==> config.mk <==
export PLATFORM = sky130hd
export DESIGN_NAME = intersection_phase_scheduler
export DESIGN_NICKNAME = d
export VERILOG_FILES = /design/src/rtl/intersection_phase_scheduler.sv
export SDC_FILE = /design/constraint.sdc
export NUM_CORES = 1
export LEC_CHECK = 0
export ABC_AREA = 1
export CORE_MARGIN = 8
export CORE_UTILIZATION = 45
export DETAILED_ROUTE_END_ITERATION = 16
export PLACE_DENSITY_LB_ADDON = 0.3
export SLEW_MARGIN = 0
export SYNTH_ARGS = -nofsm -noshare
export SYNTH_HDL_FRONTEND = slang
export SYNTH_SLANG_ARGS = --single-unit
export TNS_END_PERCENT = 30
==> constraint.sdc <==
create_clock -name clk -period 1.8 [get_ports clk]
set_input_delay 0.27 -clock clk [delete_from_list [all_inputs] [get_ports clk]]
set_output_delay 0.27 -clock clk [all_outputs]
set_load 0.02 [all_outputs]
==> src/rtl/intersection_phase_scheduler.sv <==
// Two-road intersection sequencer with pedestrian WALK insertion.
// Tick-driven phase timer; lamps are a Moore decode of the registered state.
module intersection_phase_scheduler #(
    parameter int GREEN_MIN = 4,
    parameter int GREEN_MAX = 10,
    parameter int YELLOW_T  = 2,
    parameter int ALLRED_T  = 1,
    parameter int WALK_T    = 5,
    parameter int CNT_W     = 4
) (
    input  logic       clk,
    input  logic       rst,
    input  logic       tick,
    input  logic       car_ns,
    input  logic       car_ew,
    input  logic       ped_btn,
    output logic       ns_red,
    output logic       ns_yellow,
    output logic       ns_green,
    output logic       ew_red,
    output logic       ew_yellow,
    output logic       ew_green,
    output logic       walk_light,
    output logic       stop_light,
    output logic       ped_pending,
    output logic [2:0] phase
);

    typedef enum logic [2:0] {
        NS_G = 3'd0,
        NS_Y = 3'd1,
        AR1  = 3'd2,
        EW_G = 3'd3,
        EW_Y = 3'd4,
        AR2  = 3'd5,
        WALK = 3'd6
    } state_t;

    localparam logic [CNT_W-1:0] GMIN_END = CNT_W'(GREEN_MIN - 1);
    localparam logic [CNT_W-1:0] GMAX_END = CNT_W'(GREEN_MAX - 1);
    localparam logic [CNT_W-1:0] Y_END    = CNT_W'(YELLOW_T - 1);
    localparam logic [CNT_W-1:0] AR_END   = CNT_W'(ALLRED_T - 1);
    localparam logic [CNT_W-1:0] W_END    = CNT_W'(WALK_T - 1);
    localparam logic [CNT_W-1:0] CNT_MAX  = '1;

    state_t           state;
    logic [CNT_W-1:0] cnt;
    logic             after_ns;
    logic             ns_exit;
    logic             ew_exit;

    // A green yields early only when its own approach is empty; otherwise it runs to GREEN_MAX.
    assign ns_exit = tick && (car_ew || ped_pending) &&
                     ((cnt >= GMIN_END && !car_ns) || cnt >= GMAX_END);
    assign ew_exit = tick && (car_ns || ped_pending) &&
                     ((cnt >= GMIN_END && !car_ew) || cnt >= GMAX_END);

    always_ff @(posedge clk or negedge rst) begin
        if (!rst) begin
            state       <= NS_G;
            cnt         <= '0;
            ped_pending <= 1'b0;
            after_ns    <= 1'b0;
        end else begin
            if (ped_btn && state != WALK)
                ped_pending <= 1'b1;
            if (tick && cnt != CNT_MAX)
                cnt <= cnt + 1'b1;
            // Transitions below override the count and, on entry to WALK, the pending set.
            case (state)
                NS_G: if (ns_exit) begin
                    state <= NS_Y;
                    cnt   <= '0;
                end
                NS_Y: if (tick && cnt == Y_END) begin
                    state <= AR1;
                    cnt   <= '0;
                end
                AR1: if (tick && cnt == AR_END) begin
                    cnt <= '0;
                    if (ped_pending) begin
                        state       <= WALK;
                        after_ns    <= 1'b0;
                        ped_pending <= 1'b0;
                    end else begin
                        state <= EW_G;
                    end
                end
                EW_G: if (ew_exit) begin
                    state <= EW_Y;
                    cnt   <= '0;
                end
                EW_Y: if (tick && cnt == Y_END) begin
                    state <= AR2;
                    cnt   <= '0;
                end
                AR2: if (tick && cnt == AR_END) begin
                    cnt <= '0;
                    if (ped_pending) begin
                        state       <= WALK;
                        after_ns    <= 1'b1;
                        ped_pending <= 1'b0;
                    end else begin
                        state <= NS_G;
                    end
                end
                WALK: if (tick && cnt == W_END) begin
                    state <= after_ns ? NS_G : EW_G;
                    cnt   <= '0;
                end
                default: begin
                    state <= NS_G;
                    cnt   <= '0;
                end
            endcase
        end
    end

    assign phase = state;

    always_comb begin
        ns_red     = 1'b1;
        ns_yellow  = 1'b0;
        ns_green   = 1'b0;
        ew_red     = 1'b1;
        ew_yellow  = 1'b0;
        ew_green   = 1'b0;
        walk_light = 1'b0;
        case (state)
            NS_G: begin ns_red = 1'b0; ns_green  = 1'b1; end
            NS_Y: begin ns_red = 1'b0; ns_yellow = 1'b1; end
            EW_G: begin ew_red = 1'b0; ew_green  = 1'b1; end
            EW_Y: begin ew_red = 1'b0; ew_yellow = 1'b1; end
            WALK: walk_light = 1'b1;
            default: ;
        endcase
    end

    assign stop_light = ~walk_light;

endmodule

==> results.ini, run 1 <==
[run_status]
status=complete, no violations

[synth]
seq_area_frac_synth=0.2908
yosysTopAreaCellShare=0.2908
yosys_most_used_dff=dfrtp_1
synth_area_leader_cell=dfrtp_1
synth_edf_count=0
synth_cells=112
yosysWarnings=0
ys_types=25
async_reset_ff_frac=1.000
ys_seq_elements=9
syn_area_um2=774.5
synth_nets=122
avgSynthCellArea_um2=6.915
synth_area_leaders=dfrtp_1, nand2_1, inv_1, ha_1, nand4_1

[clocking]
numCtsBuffers=3
post_cts_resize_count=9
post_cts_buffers=0
clock-root-buffer=clkbuf_4
cts_tree=yes
clk_pin_slew_ns=0.06
clock_sinks=9
clock_path_buffers=2
ctsHoldBuffers=0
ctsHtreeMaxLevel=1
worst_skew_pair.late_latency_ns=0.26

[floorplanning]
die_w_um=57.49
row_count=15
pin_count=18
start_util=0.4637
core_area_um2=1670
dieArea_um2=3305
die_h_um=57.49

[finish]
final_nets=148
area_growth_pct=31.18
drive_gt1_frac=0.1971
final_cell_area_um2=1016
antenna_cells=0

[timing]
whs_ns=0.3095
final-setup-viol-count=0
slew_headroom=0.7207
slew_violations=0
finalCritPeriodShare=0.9430
tightest_slew_ns=0.4177
fmax_mhz=589.2
period_needed_ns=1.697
hold_violations=0
fin_ws_ns=0.1027
tns_ns=0
skew_ns=0.002423

[worst_setup_path]
reg2reg_to=phase[0]$_DFFE_PN0P_
path_class=reg -> out
worstPathArrival_ns=1.43
crit_fanout=5
crit_end=ns_red
critPathRequiredTime_ns=1.53
reg2reg_depth=11
reg2reg_slack_ns=0.26
r2r_start=cnt[1]$_DFF_PN0_
startpoint_type=register
endpoint_kind=output port
startpoint=phase[0]$_DFFE_PN0P_

[global_route]
grt_usage=0.1181
grt_max_degree=10
grt_pass1_vias=756
grt_overflow=0
antenna_found_initial=0
grt_first_pass_wirelength_mm=3.167

[routing]
drtIter0Drc=7
vias=770
avgRoutedWirePerCell_um=11.49
firstDrtPassIters=4
route.detailed.drc=0
detail-route-antenna-nets=0
viasPerCell=5.000
wl_mm=1.769

[placed_design]
placed_cell_area_um2=992.2
gp_congestion=0.9060
dp_worst_setup_slack_ns=0.04851
port_buffers=17
hpwl_mm=1.445

[pwr]
power_leakage_nw=0.5774
ir_worst_vdd_mv=1.046
total_power_mw=1.884
cellPowerDensity_nw_per_um2=1854

[min_path]
worstHoldPathType=in -> async

[job]
drv_cap=0

worst max-delay path, cell delays in order, from the launching register on:
cell and delay, ns:
dfrtp_1 0.44, nor2_2 0.13, inv_1 0.09, o21ai_0 0.14
inv_1 0.05, dlygate4sd2_1 0.31
placed cells by master, fill, tap and decap left out, types with 2 or more instances in the layout:
cell / instances
nor2_1: 5
inv_1: 21
buf_4: 5
nand3_1: 6
ha_1: 4
dfrtp_1: 8
nand2_1: 34
dlygate4sd2_1: 7
nor2_2: 3
clkdlybuf4s50_1: 8
nand4_1: 5
xor2_1: 2
clkbuf_4: 3
a21oi_1: 3
nand2_2: 4
inv_2: 3
cells in the mapped netlist, types with 2 or more instances:
| library cell | number |
|---|---|
| dfrtp_1 | 9 |
| xor2_1 | 2 |
| nor2_1 | 6 |
| nand4_1 | 5 |
| nand2_1 | 34 |
| inv_2 | 3 |
| nand2_2 | 4 |
| ha_1 | 4 |
| nor2_2 | 2 |
| nand3_1 | 6 |
| a21oi_1 | 3 |
| inv_1 | 21 |
kinds of logic after synthesis:
kind of cell,after synthesis,share of synthesized area
XOR/XNOR,2,0.02262
buffers and inverters,26,0.1422
AO/OA/AOI/OAI,8,0.06461
multiplexers,1,0.01454
AND/OR/NAND/NOR,62,0.4006
adder cells (fa/ha/maj),4,0.06462
flip-flops,9,0.2908
final cells by class:
class | count | area [um^2]
fill | 161 | 654.4
clock buffer | 4 | 26.28
tap | 17 | 21.27
timing repair buffer | 22 | 201.4
inverter | 25 | 98.84
multi-input combinational | 77 | 441.7
sequential | 9 | 226.5
worst min-delay path by stage:
stage	startpoint	to	slack, ns	cells after the start
3_5_place_dp	after_ns$_DFFE_PN0P_	after_ns$_DFFE_PN0P_	0.48	2
6_report	rst	phase[1]$_DFFE_PN0P_	0.31	1
5_1_grt	rst	ped_pending$_DFF_PN0_	0.34	1
3_3_place_gp	after_ns$_DFFE_PN0P_	after_ns$_DFFE_PN0P_	0.49	2
2_1_floorplan	rst	after_ns$_DFFE_PN0P_	-0.03	0
4_1_cts	rst	phase[1]$_DFFE_PN0P_	0.31	1
stage by stage:
step | utilization | instances
floorplan | - | 112
global placement | 0.5940 | 150
global route | 0.6082 | 154
detailed placement | 0.5940 | 150
finish | 0.6082 | 154
CTS | 0.6045 | 154
report_power, final:
| part | internal, mW | switching, mW |
|---|---|---|
| Sequential | 0.295 | 0.120 |
| Clock | 0.0855 | 0.0706 |
| Combinational | 0.520 | 0.792 |
sequential cells by signal, indices dropped and copies added (netlist names):
signal / count
ped_pending: 1
phase: 3
after_ns: 1
cnt: 4
layer usage:
metal	vias up	GRT usage	wire length, um
li1	398	-	-
met1	338	0.1449	797
met2	29	0.1768	790
met3	5	0.03587	142
met4	0	0.06786	38
met5	-	0	0
(Power assumes the default switching activity.)
==> run 2: changes to the inputs <==
--- a/config.mk
+++ b/config.mk
@@ -7,7 +7,7 @@
 export LEC_CHECK = 0
 export ABC_AREA = 1
 export CORE_MARGIN = 8
-export CORE_UTILIZATION = 45
+export CORE_UTILIZATION = 43
 export DETAILED_ROUTE_END_ITERATION = 16
 export PLACE_DENSITY_LB_ADDON = 0.3
 export SLEW_MARGIN = 0
==> constraint.sdc (replaced) <==
create_clock -name clk -period 1.35 [get_ports clk]
set_input_delay 0.2025 -clock clk [delete_from_list [all_inputs] [get_ports clk]]
set_output_delay 0.2025 -clock clk [all_outputs]
set_load 0.02 [all_outputs]
==> results.ini, run 2 (same netlist as run 1, synthesis figures left out) <==
[floorplanning]
dieArea_um2=3415  ; was 3305 um^2
row_count=15  ; unchanged
core_area_um2=1708  ; was 1670 um^2
die_h_um=58.44  ; was 57.49 um
die_w_um=58.44  ; was 57.49 um
start_util=0.4535  ; was 0.4637
pin_count=18  ; unchanged

[timing]
finalCritPeriodShare=1.108
hold_violations=0  ; unchanged
slew_violations=0  ; unchanged
skew_ns=0.006576  ; was 0.002423 ns
fin_ws_ns=-0.1463  ; was 0.1027 ns
final-setup-viol-count=17  ; was 0
grt_setup_unrepaired=yes
slew_headroom=0.7174  ; was 0.7207
tightest_slew_ns=0.4225  ; was 0.4177 ns
tns_ns=-1.623  ; was 0 ns
period_needed_ns=1.496
fmax_mhz=668.3

[worst_setup_path]
endpoint_kind=register  ; was output port
crit_fanout=7  ; was 5
startpoint=phase[1]$_DFFE_PN0P_  ; was phase[0]$_DFFE_PN0P_
reg2reg_depth=10  ; was 11
reg2reg_slack_ns=-0.15  ; was 0.26 ns
reg2reg_to=phase[0]$_DFFE_PN0P_  ; unchanged
path_class=reg -> reg  ; was reg -> out
critPathRequiredTime_ns=1.50  ; was 1.53 ns
worstPathArrival_ns=1.65  ; was 1.43 ns
startpoint_type=register  ; unchanged
r2r_start=phase[1]$_DFFE_PN0P_  ; was cnt[1]$_DFF_PN0_

[clocking]
worst_skew_pair.late_latency_ns=0.26  ; about the same
ctsHtreeMaxLevel=1  ; unchanged
ctsHoldBuffers=0  ; unchanged
clk_pin_slew_ns=0.06  ; about the same
numCtsBuffers=3  ; unchanged
clock_path_buffers=2  ; unchanged
clock-root-buffer=clkbuf_4  ; unchanged
clock_sinks=9  ; unchanged
cts_tree=yes  ; unchanged

[placed_design]
hpwl_mm=1.882  ; was 1.445 mm
port_buffers=17  ; unchanged
gp_congestion=0.8776  ; was 0.9060
placed_cell_area_um2=1174  ; was 992.2 um^2
dp_worst_setup_slack_ns=-0.2559  ; was 0.04851 ns

[finish]
top_register=cnt  ; unchanged
largest_reg_flops=4  ; unchanged
final_cell_area_um2=1306  ; was 1016 um^2
final_nets=172  ; was 148
final_common_cell=nand2_1  ; unchanged
final_cell_mix=nand2_1, buf_4, inv_1  ; was nand2_1, inv_1, dfrtp_1, clkdlybuf4s50_1, dlygate4sd2_1
area_growth_pct=68.66  ; was 31.18%
drive_gt1_frac=0.5155  ; was 0.1971
antenna_cells=0  ; unchanged
final.fill_count=122  ; was 161

[run_status]
status=finished, violations left  ; was complete, no violations
violations=setup timing

[routing]
wl_mm=2.518  ; was 1.769 mm
firstDrtPassIters=4  ; unchanged
viasPerCell=4.887  ; was 5.000
detail-route-antenna-nets=0  ; unchanged
route.detailed.drc=0  ; unchanged
vias=909  ; was 770
drtIter0Drc=42  ; was 7
avgRoutedWirePerCell_um=13.54  ; was 11.49 um

[min_path]
worstHoldPathType=in -> async  ; unchanged

[pwr]
ir_worst_vdd_mv=1.535  ; was 1.046 mV
cellPowerDensity_nw_per_um2=2563  ; was 1854 nW/um^2
power_leakage_nw=0.6853  ; was 0.5774 nW
total_power_mw=3.348  ; was 1.884 mW

[global_route]
grt_pass1_vias=871  ; was 756
grt_usage=0.1491  ; was 0.1181
antenna_found_initial=0  ; unchanged
grt_max_degree=10  ; unchanged
grt_overflow=0  ; unchanged
grt_first_pass_wirelength_mm=3.884  ; was 3.167 mm

[job]
drv_cap=0  ; unchanged

run 2: worst max-delay path by stage:
| stage | cells past startpoint | slack, ns | to |
|---|---|---|---|
| CTS | 10 | -0.13 | phase[0]$_DFFE_PN0P_ |
| global route | 11 | -0.22 | phase[2]$_DFFE_PN0P_ |
| detailed placement | 4 | -0.26 | ew_yellow |
| finish | 10 | -0.15 | phase[0]$_DFFE_PN0P_ |
| floorplan | 9 | 0.01 | phase[0]$_DFFE_PN0P_ |
| global placement | 5 | -0.23 | ns_red |
run 2: critical path, cell delays in order (launching register included):
cell	delay [ns]
dfrtp_2	0.42
buf_4	0.15
buf_4	0.15
nand3_4	0.09
nand2_2	0.06
nand2_2	0.06
nand2_2	0.06
nor2_4	0.13
nand3_4	0.13
nand2_1	0.08
nand2_1	0.05
run 2: cell type report:
class	instances	area, um^2	share of cell area
timing repair buffer	46	387.9	0.2969
clock buffer	4	26.28	0.02011
multi-input combinational	77	529.3	0.4052
sequential	9	230.2	0.1762
tap	25	31.28	0.02395
inverter	25	101.3	0.07759
run 2: report_power, final:
| group | switching, mW | internal [mW] | total [mW] |
|---|---|---|---|
| Combinational | 1.40 | 1.18 | 2.58 |
| Sequential | 0.161 | 0.402 | 0.563 |
| Clock | 0.0934 | 0.114 | 0.207 |
run 2: through the flow:
step | instances | utilization | hold slack (ns)
6_report | 186 | 0.7648 | 0.2412
5_1_grt | 186 | 0.7648 | 0.2674
4_1_cts | 184 | 0.7282 | 0.2490
3_5_place_dp | 176 | 0.6872 | 0.4908
3_3_place_gp | 176 | 0.6872 | 0.4818
2_1_floorplan | 112 | - | -0.09309
run 2: repair_timing:
item | CTS | global route
setup endpoints to repair | 21 | 20
pin swaps | 2 | 2
buffers inserted | 4 | 2
resized for setup | 60 | 20
run 2: per-layer routing:
layer	up-vias	GRT usage	part of all wire
met5	-	0	0
met4	0	0.08392	0.031
met3	8	0.03043	0.056
met2	30	0.2535	0.48
met1	424	0.1686	0.43
li1	447	-	-
==> run 3: changes to the inputs <==
--- a/config.mk
+++ b/config.mk
@@ -10,6 +10,7 @@
 export CORE_UTILIZATION = 43
 export DETAILED_ROUTE_END_ITERATION = 16
 export PLACE_DENSITY_LB_ADDON = 0.3
+export SKIP_CTS_REPAIR_TIMING = 1
 export SLEW_MARGIN = 0
 export SYNTH_ARGS = -nofsm -noshare
 export SYNTH_HDL_FRONTEND = slang
==> results.ini, run 3 (same netlist as run 1, synthesis figures left out) <==
[run_status]
status=finished, violations left  ; unchanged
violations=setup timing  ; unchanged

[timing]
fin_ws_ns=-0.1568  ; was -0.1463 ns
finalCritPeriodShare=1.116  ; was 1.108
slew_headroom=0.7223  ; was 0.7174
fmax_mhz=663.6  ; was 668.3 MHz
final-setup-viol-count=15  ; was 17
period_needed_ns=1.507  ; was 1.496 ns
hold_violations=0  ; unchanged
slew_violations=0  ; unchanged
skew_ns=0.006409  ; was 0.006576 ns
grt_setup_unrepaired=yes  ; unchanged
tightest_slew_ns=0.4152  ; was 0.4225 ns

[finish]
largest_reg_flops=4  ; unchanged
drive_gt1_frac=0.4387  ; was 0.5155
final_common_cell=nand2_1  ; unchanged
top_register=cnt  ; unchanged
antenna_cells=0  ; unchanged
fin_util=0.7297  ; was 0.7648
area_growth_pct=60.91  ; was 68.66%
final_cell_mix=nand2_1, buf_4, inv_1  ; unchanged
final_nets=166  ; was 172
final.fill_count=135  ; was 122

[worst_setup_path]
path_cells=inv_2, nand3_1, buf_4, a21oi_2, nor2_4, buf_4, nand4_1, nand2_1  ; was buf_4, buf_4, nand3_4, nand2_2, nand2_2, nand2_2, nor2_4, nand3_4, nand2_1, nand2_1
worstPathArrival_ns=1.66  ; was 1.65 ns
reg2reg_slack_ns=-0.16  ; was -0.15 ns
crit_fanout=3  ; was 7
slowest_delay_ns=0.43  ; was 0.42 ns
r2r_start=phase[1]$_DFFE_PN0P_  ; unchanged
path_class=reg -> reg  ; unchanged
crit_end=phase[0]$_DFFE_PN0P_  ; unchanged
reg2reg_to=phase[0]$_DFFE_PN0P_  ; unchanged
slowest_stage=dfrtp_2  ; unchanged
startpoint_type=register  ; unchanged
endpoint_kind=register  ; unchanged
reg2reg_depth=8  ; was 10
critPathRequiredTime_ns=1.50  ; about the same
startpoint=phase[1]$_DFFE_PN0P_  ; unchanged
crit_top_cell=buf_4  ; was nand2_2

[placed_design]
hpwl_mm=1.882  ; unchanged
port_buffers=17  ; unchanged
gp_congestion=0.8776  ; unchanged
dp_worst_setup_slack_ns=-0.2559  ; unchanged

[floorplanning]
row_count=15  ; unchanged
die_w_um=58.44  ; unchanged
dieArea_um2=3415  ; unchanged
die_h_um=58.44  ; unchanged
pin_count=18  ; unchanged
core_area_um2=1708  ; unchanged
start_util=0.4535  ; unchanged

[pwr]
cellPowerDensity_nw_per_um2=2571  ; was 2563 nW/um^2
p_sw_frac=0.4884  ; was 0.4931
power_frac_clock=0.064  ; was 0.062
intPower_mw=1.639  ; was 1.697 mW
ir_worst_vdd_mv=1.553  ; was 1.535 mV
power_frac_comb=0.759  ; was 0.770
p_seq_frac=0.177  ; was 0.168
p_sw_mw=1.565  ; was 1.651 mW
power_leakage_nw=0.6855  ; was 0.6853 nW

[clocking]
ctsHtreeMaxLevel=1  ; unchanged
clk_pin_slew_ns=0.06  ; about the same
numCtsBuffers=3  ; unchanged
cts_tree=yes  ; unchanged
clock-root-buffer=clkbuf_4  ; unchanged
clock_path_buffers=2  ; unchanged
worst_skew_pair.late_latency_ns=0.26  ; about the same
clock_sinks=9  ; unchanged

[routing]
wl_mm=2.358  ; was 2.518 mm
m1WireLength_mm=1.072  ; was 1.076 mm
viasPerCell=4.794  ; was 4.887
drtIter0Drc=26  ; was 42
detail-route-antenna-nets=0  ; unchanged
firstDrtPassIters=4  ; unchanged
route.detailed.drc=0  ; unchanged
wl_met2_mm=1.132  ; was 1.221 mm
highest_layer=met4  ; unchanged
vias=863  ; was 909
wl_met3_um=92  ; was 142 um
avgRoutedWirePerCell_um=13.10  ; was 13.54 um

[global_route]
grt_max_degree=10  ; unchanged
grt_overflow=0  ; unchanged
grt_pass1_vias=846  ; was 871
grt_usage=0.1388  ; was 0.1491
antenna_found_initial=0  ; unchanged
grt_first_pass_wirelength_mm=3.657  ; was 3.884 mm

[min_path]
worstHoldPathType=in -> async  ; unchanged

[job]
drv_cap=0  ; unchanged

run 3: changes by cell type in the layout (fill, tap and decap cells not counted), moves of 2 or more:
cell and change:
dlymetal6s2s_1 +3, buf_4 -4, ha_1 +2, nand2_1 +2, nor2_2 -2, buf_2 -4
run 3: power by group through the flow:
stage                     combinational (mW)  sequential [mW]  clock (mW)
after CTS                               2.32            0.541       0.215
after detailed placement                2.31            0.546           0
final                                   2.43            0.567       0.206
after global routing                    2.65            0.579       0.225
after global placement                  2.24            0.537           0
after floorplan                         1.24            0.588           0
run 3: worst min-delay path by stage:
stage	start	end	slack (ns)	cells past startpoint
2_1_floorplan	rst	after_ns$_DFFE_PN0P_	-0.09	0
3_5_place_dp	after_ns$_DFFE_PN0P_	after_ns$_DFFE_PN0P_	0.49	2
6_report	rst	after_ns$_DFFE_PN0P_	0.24	1
5_1_grt	rst	after_ns$_DFFE_PN0P_	0.27	1
3_3_place_gp	after_ns$_DFFE_PN0P_	after_ns$_DFFE_PN0P_	0.48	2
4_1_cts	rst	after_ns$_DFFE_PN0P_	0.25	1
run 3: metrics by stage:
stage	cells	power [mW]	setup TNS (ns)	hold WS (ns)	area, um^2
after floorplan	112	1.832	0	-0.09309	798.3
after global placement	176	2.776	-3.319	0.4818	1174
after detailed placement	176	2.854	-3.683	0.4908	1174
after CTS	180	3.076	-6.321	0.2490	1200
after global routing	180	3.449	-2.624	0.2674	1246
final	180	3.204	-1.340	0.2394	1246
run 3: metal layers:
metal / vias to the layer above / GRT usage
met5: - / 0
met4: 0 / 0.07343
met3: 6 / 0.03043
met2: 22 / 0.2346
met1: 401 / 0.1585
li1: 434 / -
run 3: worst max-delay path: cells and delay by family, from the launching register on:
family | cells | cell delay [ns]
buffers and inverters | 3 | 0.42
and+or+nand+nor | 4 | 0.33
AOI/OAI and AO/OA | 1 | 0.21
DFF | 1 | 0.43
run 3: area by class of cell:
class	count	area (um^2)	share of cell area
repair buffers	40	366.6	0.2942
inverters	25	101.3	0.08132
clock buffers	4	26.28	0.02108
well taps	25	31.28	0.02510
multi-input cells	77	491.7	0.3946
flip-flops and latches	9	229.0	0.1837
